## src/rtl/tamagotchi_fsm_pkg.sv

```systemverilog
// rtl/tamagotchi_fsm_pkg.sv - shared encodings, limits and level helpers for tamagotchi_fsm
// Contents: FSM state enum, stat indices, level limits, one-hot display codes,
// active-low 7-segment patterns {g,f,e,d,c,b,a}, saturating level update helper.
package tamagotchi_fsm_pkg;

  typedef enum logic [2:0] {
    ST_IDLE      = 3'd0,
    ST_SALUD     = 3'd1,
    ST_ENERGIA   = 3'd2,
    ST_HAMBRE    = 3'd3,
    ST_DIVERSION = 3'd4
  } state_e;

  localparam logic [2:0] MAX_LEVEL   = 3'd5;
  localparam logic [2:0] RESET_LEVEL = 3'd3;

  localparam logic [3:0] DISP_IDLE      = 4'b0000;
  localparam logic [3:0] DISP_SALUD     = 4'b0001;
  localparam logic [3:0] DISP_ENERGIA   = 4'b0010;
  localparam logic [3:0] DISP_HAMBRE    = 4'b0100;
  localparam logic [3:0] DISP_DIVERSION = 4'b1000;

  localparam logic [6:0] SEG_0     = 7'b1000000;
  localparam logic [6:0] SEG_1     = 7'b1111001;
  localparam logic [6:0] SEG_2     = 7'b0100100;
  localparam logic [6:0] SEG_3     = 7'b0110000;
  localparam logic [6:0] SEG_4     = 7'b0011001;
  localparam logic [6:0] SEG_5     = 7'b0010010;
  localparam logic [6:0] SEG_BLANK = 7'b1111111;

  // A press always wins over a tick on the same stat; a tick normally
  // decays the level, but 'rise' turns it into a recovery step.
  function automatic logic [2:0] next_level(input logic [2:0] cur,
                                            input logic       pressed,
                                            input logic       tick,
                                            input logic       rise);
    logic [2:0] up;
    logic [2:0] down;
    up   = (cur >= MAX_LEVEL) ? MAX_LEVEL : cur + 3'd1;
    down = (cur == 3'd0) ? 3'd0 : cur - 3'd1;
    if (pressed)   return up;
    else if (tick) return rise ? up : down;
    else           return cur;
  endfunction

endpackage

```

## src/rtl/seg7_decoder.sv

```systemverilog
// rtl/seg7_decoder.sv - combinational level-to-7-segment decoder
// Ports: level_i [2:0] stat level 0..5; seg_o [6:0] active-low {g,f,e,d,c,b,a}.
// Out-of-range levels (6, 7) decode to blank.
module seg7_decoder
  import tamagotchi_fsm_pkg::*;
(
  input  logic [2:0] level_i,
  output logic [6:0] seg_o
);

  always_comb begin
    seg_o = SEG_BLANK;
    case (level_i)
      3'd0: seg_o = SEG_0;
      3'd1: seg_o = SEG_1;
      3'd2: seg_o = SEG_2;
      3'd3: seg_o = SEG_3;
      3'd4: seg_o = SEG_4;
      3'd5: seg_o = SEG_5;
      default: seg_o = SEG_BLANK;
    endcase
  end

endmodule

```

## src/rtl/tamagotchi_fsm.sv

```systemverilog
// rtl/tamagotchi_fsm.sv - virtual pet: four saturating stats, button FSM, periodic decay
// Ports: clk; btn_reset async active-high; btn_salud/btn_energia/btn_hambre/
// btn_diversion stat buttons (rising edge = press); btn_test toggles fast decay;
// ledsign 1 = lights off; display_out one-hot selected stat; seg_display
// active-low 7-segment level of the selected stat (blank in IDLE).
module tamagotchi_fsm
  import tamagotchi_fsm_pkg::*;
#(
  parameter int unsigned DECAY_TICKS = 250_000_000,
  parameter int unsigned TEST_TICKS  = 8
) (
  input  logic       clk,
  input  logic       btn_reset,
  input  logic       btn_salud,
  input  logic       btn_energia,
  input  logic       btn_hambre,
  input  logic       btn_diversion,
  input  logic       btn_test,
  input  logic       ledsign,
  output logic [3:0] display_out,
  output logic [6:0] seg_display
);

  localparam logic [31:0] DECAY_LIM = 32'(DECAY_TICKS - 1);
  localparam logic [31:0] TEST_LIM  = 32'(TEST_TICKS - 1);

  // Button bit order: {test, diversion, hambre, energia, salud}
  logic [4:0]       btn_q, btn_prev_q, press;
  logic [3:0][2:0]  stat_q, stat_d;     // [0]=salud [1]=energia [2]=hambre [3]=diversion
  state_e           state_q, state_d;
  logic             test_q, test_d;
  logic [31:0]      cnt_q, cnt_d;
  logic             tick;
  logic [3:0]       sel;
  logic [2:0]       shown_level;
  logic [6:0]       dec_seg;
  logic [3:0]       disp_q, disp_d;
  logic [6:0]       seg_q, seg_d;

  assign press = btn_q & ~btn_prev_q;
  assign tick  = (cnt_q == (test_q ? TEST_LIM : DECAY_LIM));

  always_ff @(posedge clk or posedge btn_reset) begin
    if (btn_reset) state_q <= ST_IDLE;
    else           state_q <= state_d;
  end

  always_comb begin
    state_d = state_q;
    sel     = 4'b0000;
    stat_d  = stat_q;
    test_d  = test_q ^ press[4];
    // Toggling test mode restarts the period so the first fast tick is a full period away.
    cnt_d   = (tick || press[4]) ? 32'd0 : cnt_q + 32'd1;

    if (press[0]) begin
      sel = 4'b0001; state_d = ST_SALUD;
    end else if (press[1]) begin
      sel = 4'b0010; state_d = ST_ENERGIA;
    end else if (press[2]) begin
      sel = 4'b0100; state_d = ST_HAMBRE;
    end else if (press[3]) begin
      sel = 4'b1000; state_d = ST_DIVERSION;
    end

    stat_d[0] = next_level(stat_q[0], sel[0], tick, 1'b0);
    stat_d[1] = next_level(stat_q[1], sel[1], tick, ledsign);  // sleeping restores energy
    stat_d[2] = next_level(stat_q[2], sel[2], tick, 1'b0);
    stat_d[3] = next_level(stat_q[3], sel[3], tick, 1'b0);
  end

  // Output mux works from the already-updated registers, hence the extra cycle.
  always_comb begin
    disp_d      = DISP_IDLE;
    shown_level = 3'd0;
    case (state_q)
      ST_SALUD:     begin disp_d = DISP_SALUD;     shown_level = stat_q[0]; end
      ST_ENERGIA:   begin disp_d = DISP_ENERGIA;   shown_level = stat_q[1]; end
      ST_HAMBRE:    begin disp_d = DISP_HAMBRE;    shown_level = stat_q[2]; end
      ST_DIVERSION: begin disp_d = DISP_DIVERSION; shown_level = stat_q[3]; end
      default:      begin disp_d = DISP_IDLE;      shown_level = 3'd0;      end
    endcase
    seg_d = (state_q == ST_IDLE) ? SEG_BLANK : dec_seg;
  end

  seg7_decoder u_seg7 (
    .level_i (shown_level),
    .seg_o   (dec_seg)
  );

  always_ff @(posedge clk or posedge btn_reset) begin
    if (btn_reset) begin
      btn_q      <= 5'b0;
      btn_prev_q <= 5'b0;
      stat_q     <= {4{RESET_LEVEL}};
      test_q     <= 1'b0;
      cnt_q      <= 32'd0;
      disp_q     <= DISP_IDLE;
      seg_q      <= SEG_BLANK;
    end else begin
      btn_q      <= {btn_test, btn_diversion, btn_hambre, btn_energia, btn_salud};
      btn_prev_q <= btn_q;
      stat_q     <= stat_d;
      test_q     <= test_d;
      cnt_q      <= cnt_d;
      disp_q     <= disp_d;
      seg_q      <= seg_d;
    end
  end

  assign display_out = disp_q;
  assign seg_display = seg_q;

endmodule

```

## config.mk

```make
export PLATFORM = sky130hd
export DESIGN_NAME = tamagotchi_fsm
export DESIGN_NICKNAME = d
export VERILOG_FILES = /design/src/rtl/tamagotchi_fsm_pkg.sv /design/src/rtl/seg7_decoder.sv /design/src/rtl/tamagotchi_fsm.sv
export SDC_FILE = /design/constraint.sdc
export NUM_CORES = 1
export LEC_CHECK = 0
export ABC_AREA = 1
export BUFFER_PORTS_ARGS = -buffer_cell sky130_fd_sc_hd__buf_2
export CAP_MARGIN = 5
export CORE_UTILIZATION = 60
export CTS_BUF_LIST = sky130_fd_sc_hd__clkbuf_8
export CTS_CLUSTER_DIAMETER = 80
export DETAILED_ROUTE_END_ITERATION = 7
export PLACE_DENSITY_LB_ADDON = 0.08
export SLEW_MARGIN = 20
export SYNTH_ARGS = -nofsm -noshare
export SYNTH_HDL_FRONTEND = slang
export SYNTH_SLANG_ARGS = --single-unit
```

## constraint.sdc

```tcl
create_clock -name clk -period 2.5 [get_ports clk]
set_input_delay 0.125 -clock clk [delete_from_list [all_inputs] [get_ports clk]]
set_output_delay 0.125 -clock clk [all_outputs]
set_load 0.05 [all_outputs]
```

==> metrics.md <==
| Metric | Value |
|---|---|
| Clk_lat worst skew | 0.35 ns |
| Pre-antenna DRT Iters | 7 |
| Gr usage total | 27.5% |
| Hold Path Stages | 6 |
| DP HPWL | 6670 um |
| Min cycle time layout | 1.92 ns |
| Post-route ant nets | 0 |
| Syn Nets | 574 |
| Maxcap violations | 0 |
| Post-synthesis cell count | 545 |
| Die area | 7110 um2 |
| FP Rows | 29 |
| Status | complete, but fails checks |
| Layout cell share with drive strength beyond 1 | 10.4% |
| Dpl ws | 0.576 ns |
| Worst EP required | 2.72 ns |
| Die height | 84.3 um |
| Max Slew Vio Count | 0 |
| Syn. warnings | 0 |
| Hold violation count in the final report | 0 |
| Buf/Inv on CP | 1 |
| Synth area leader | dfrtp_1 |
| Top-count cell post-synth | nand2_1 |
| IO Pins | 19 |
| Routed len/inst | 13.7 um |
| CTS max path bufs | 2 |
| Residual DRC | 4 |
| Worst Tran Pin Value | 0.676 ns |
| FILL cells | 543 |
| Top cells by area, synth | dfrtp_1 (33%), nand2_1 (14%), dfstp_2 (9.0%), nor2_1 (8.3%), ha_1 (6.5%) |
| Root Driver | clkbuf_8 |
| Setup Crit Path Kind | reg -> reg |
| Antenna violations before repair | 0 |
| Synthesized area | 4070 um2 |
| Largest net degree at the start of global routing | 34 |
| Post-synthesis cell type count | 29 |
| Max H-tree Level | 3 |
| Flops & latches, synth | 68 |
| Initial core utilization | 63.0% |
| Global-route wire length before repair | 15200 um |
| Post-synth top cells | nand2_1 (149), nor2_1 (90), inv_1 (65) |
| Core Area | 6460 um2 |
| Critical Path Fanout Max | 32 |
| PortBufs | 18 |
| Leak pwr | 2.15 nW |
| GR Overflow Total | 0 |
| Worst path slowest cell | dfrtp_1 |
| RSZ-0062 raised after global routing | false |
| Diode count | 0 |
| Max Fclk | 521 MHz |
| Max VDD drop | 0.515 mV |
| Period utilization | 76.7% |
| Min-delay worst type | in -> reg |
| Final setup fails | 0 |
| Num CTS Buffers | 9 |
| Vias | 3601 |
| Failing checks | design-rule violations |
| Drt via density | 5.49 |
| NumNets Final | 603 |
| Async set-or-reset flop fraction in the synthesized netlist | 100% |
| Max-slew headroom | 54.9% |
| Final GP Congestion | 0.993 |
| Area growth syn-to-layout | 10.8% |
| Synth Flop Type | dfrtp_1 |
| Slowest stage delay, CP | 0.39 ns |
| Worst setup EP type | flop |
| Pwr dens | 786 nW/um2 |
| Startpoint types | flop |
| Initial DRC count | 243 |
| Detailed Route WL | 8980 um |
| Cell mode on critical path | nand2_1 |
| Setup Skew | 0.00877 ns |
| Final setup TNS | 0 ns |
| Clock slew at reported path FFs | 0.07 ns |
| Cts repair resizes | 0 |
| Critical Path Stages | 10 |
| CTS tree | built |
| Area post-placement | 4200 um2 |
| Die Wd | 84.3 um |
| Overall Power | 0.00354 W |
| Setup ws final | 0.581 ns |
| Final instance area | 4500 um2 |
| Sequential area share after synthesis | 42.3% |
| Vias in the first global route | 3294 |
| Reg2Reg Depth | 10 |
| Worst EP arrival | 2.14 ns |
| Crit path max-delay family | simple AND/OR/NAND/NOR gates |
| Post-synth EDFFs | 0 |
| Mapped Avg Cell Area | 7.46 um2 |
| Post-synth top area share | 33.2% |
| Sink Count | 68 |
| Critical path, cell by cell | ha_1 -> nand2_1 -> inv_1 -> nand2_1 -> nor2_1 -> nand2_1 -> nor2_2 -> nand2_2 -> nand2_4 -> nor2_1 |
==> cell families after synthesis <==
kind of cell / after synthesis / share of synthesized area, %
DFF: 68 / 42.3
AOI/OAI and AO/OA: 32 / 4.43
and+or+nand+nor: 328 / 34.5
xor gates and xnor gates: 20 / 4.31
buffers and inverters: 76 / 8.06
adders and majority gates: 21 / 6.46
==> flip-flops by register name, indices dropped and copies added (netlist names) <==
| name | count |
|---|---|
| btn_q | 5 |
| test_q | 1 |
| state_q | 3 |
| cnt_q | 32 |
| btn_prev_q | 5 |
| seg_display | 6 |
| display_out | 4 |
| stat_q | 12 |
==> cell type report <==
type | count | area (um2) | share of cell area (%)
clock buffers | 10 | 138 | 3.06
well taps | 77 | 96.3 | 2.14
flip-flops and latches | 68 | 1720 | 38.2
clock inverters | 6 | 111 | 2.47
inverters | 68 | 255 | 5.67
repair buffers | 26 | 165 | 3.67
multi-input cells | 401 | 2020 | 44.8
==> layer usage <==
layer	wire length [um]	track usage [%]	vias to the layer above
met3	756	7.28	9
li1	-	-	1787
met1	4330	40.0	1673
met5	0	0	-
met4	138	9.87	0
met2	3760	39.4	132
==> worst min-delay path, cell delays in order <==
cell     delay, ns
buf_2         0.07
inv_1         0.03
nand2_1       0.12
o21ai_0       0.12
nand2_1       0.07
nand2_1       0.04
==> cell usage in the layout, fill, tap and decap left out, types with 2 or more instances in the layout <==
master / Yosys / routed
nor3_1: 14 / 14
nand3_1: 42 / 42
o211ai_1: 4 / 4
dlygate4sd3_1: 0 / 6
dfrtp_1: 54 / 54
or2_2: 2 / 2
inv_1: 65 / 64
ha_1: 21 / 21
xor2_1: 12 / 12
nand2_2: 2 / 2
inv_2: 1 / 2
nand2_1: 149 / 149
o22ai_1: 2 / 2
nor2_4: 2 / 2
bufinv_16: 0 / 3
buf_4: 3 / 2
nor2_1: 90 / 90
buf_2: 1 / 18
clkinv_1: 2 / 2
dfstp_2: 14 / 14
o21ai_0: 22 / 22
nor3b_1: 2 / 2
xnor2_1: 8 / 8
clkbuf_8: 0 / 10
nand4_1: 23 / 23
==> metrics by stage <==
stage / util, % / instances / hold slack (ns)
3_5_place_dp: 65.0 / 634 / 0.234
2_1_floorplan: - / 545 / 0.156
5_1_grt: 69.7 / 656 / 0.271
4_1_cts: 69.7 / 656 / 0.223
3_3_place_gp: 65.0 / 634 / 0.234
6_report: 69.7 / 656 / 0.230
==> power breakdown <==
group,internal [W],switching (W)
Clock,0.000689,0.000438
Combinational,0.000312,0.000635
Sequential,0.00130,0.000165
==> worst paths after layout <==
check / from / end / slack [ns]
worst min register to register: btn_q[0]$_DFF_PP0_ / btn_prev_q[0]$_DFF_PP0_ / 0.38
worst min-delay path: ledsign / stat_q[4]$_DFFE_PP1P_ / 0.23
worst max-delay path: cnt_q[0]$_DFF_PP0_ / cnt_q[22]$_DFF_PP0_ / 0.58
worst max register to register: cnt_q[0]$_DFF_PP0_ / cnt_q[22]$_DFF_PP0_ / 0.58
max in group asynchronous: btn_reset / cnt_q[9]$_DFF_PP0_ / 1.35
min in group asynchronous: btn_reset / display_out[0]$_DFF_PP0_ / 0.42
==> timing repair <==
action,4_1_cts,5_1_grt
hold buffers,6,0
setup buffers,0,0
endpoints found under the hold margin,22,0
(Power assumes the default switching activity.)
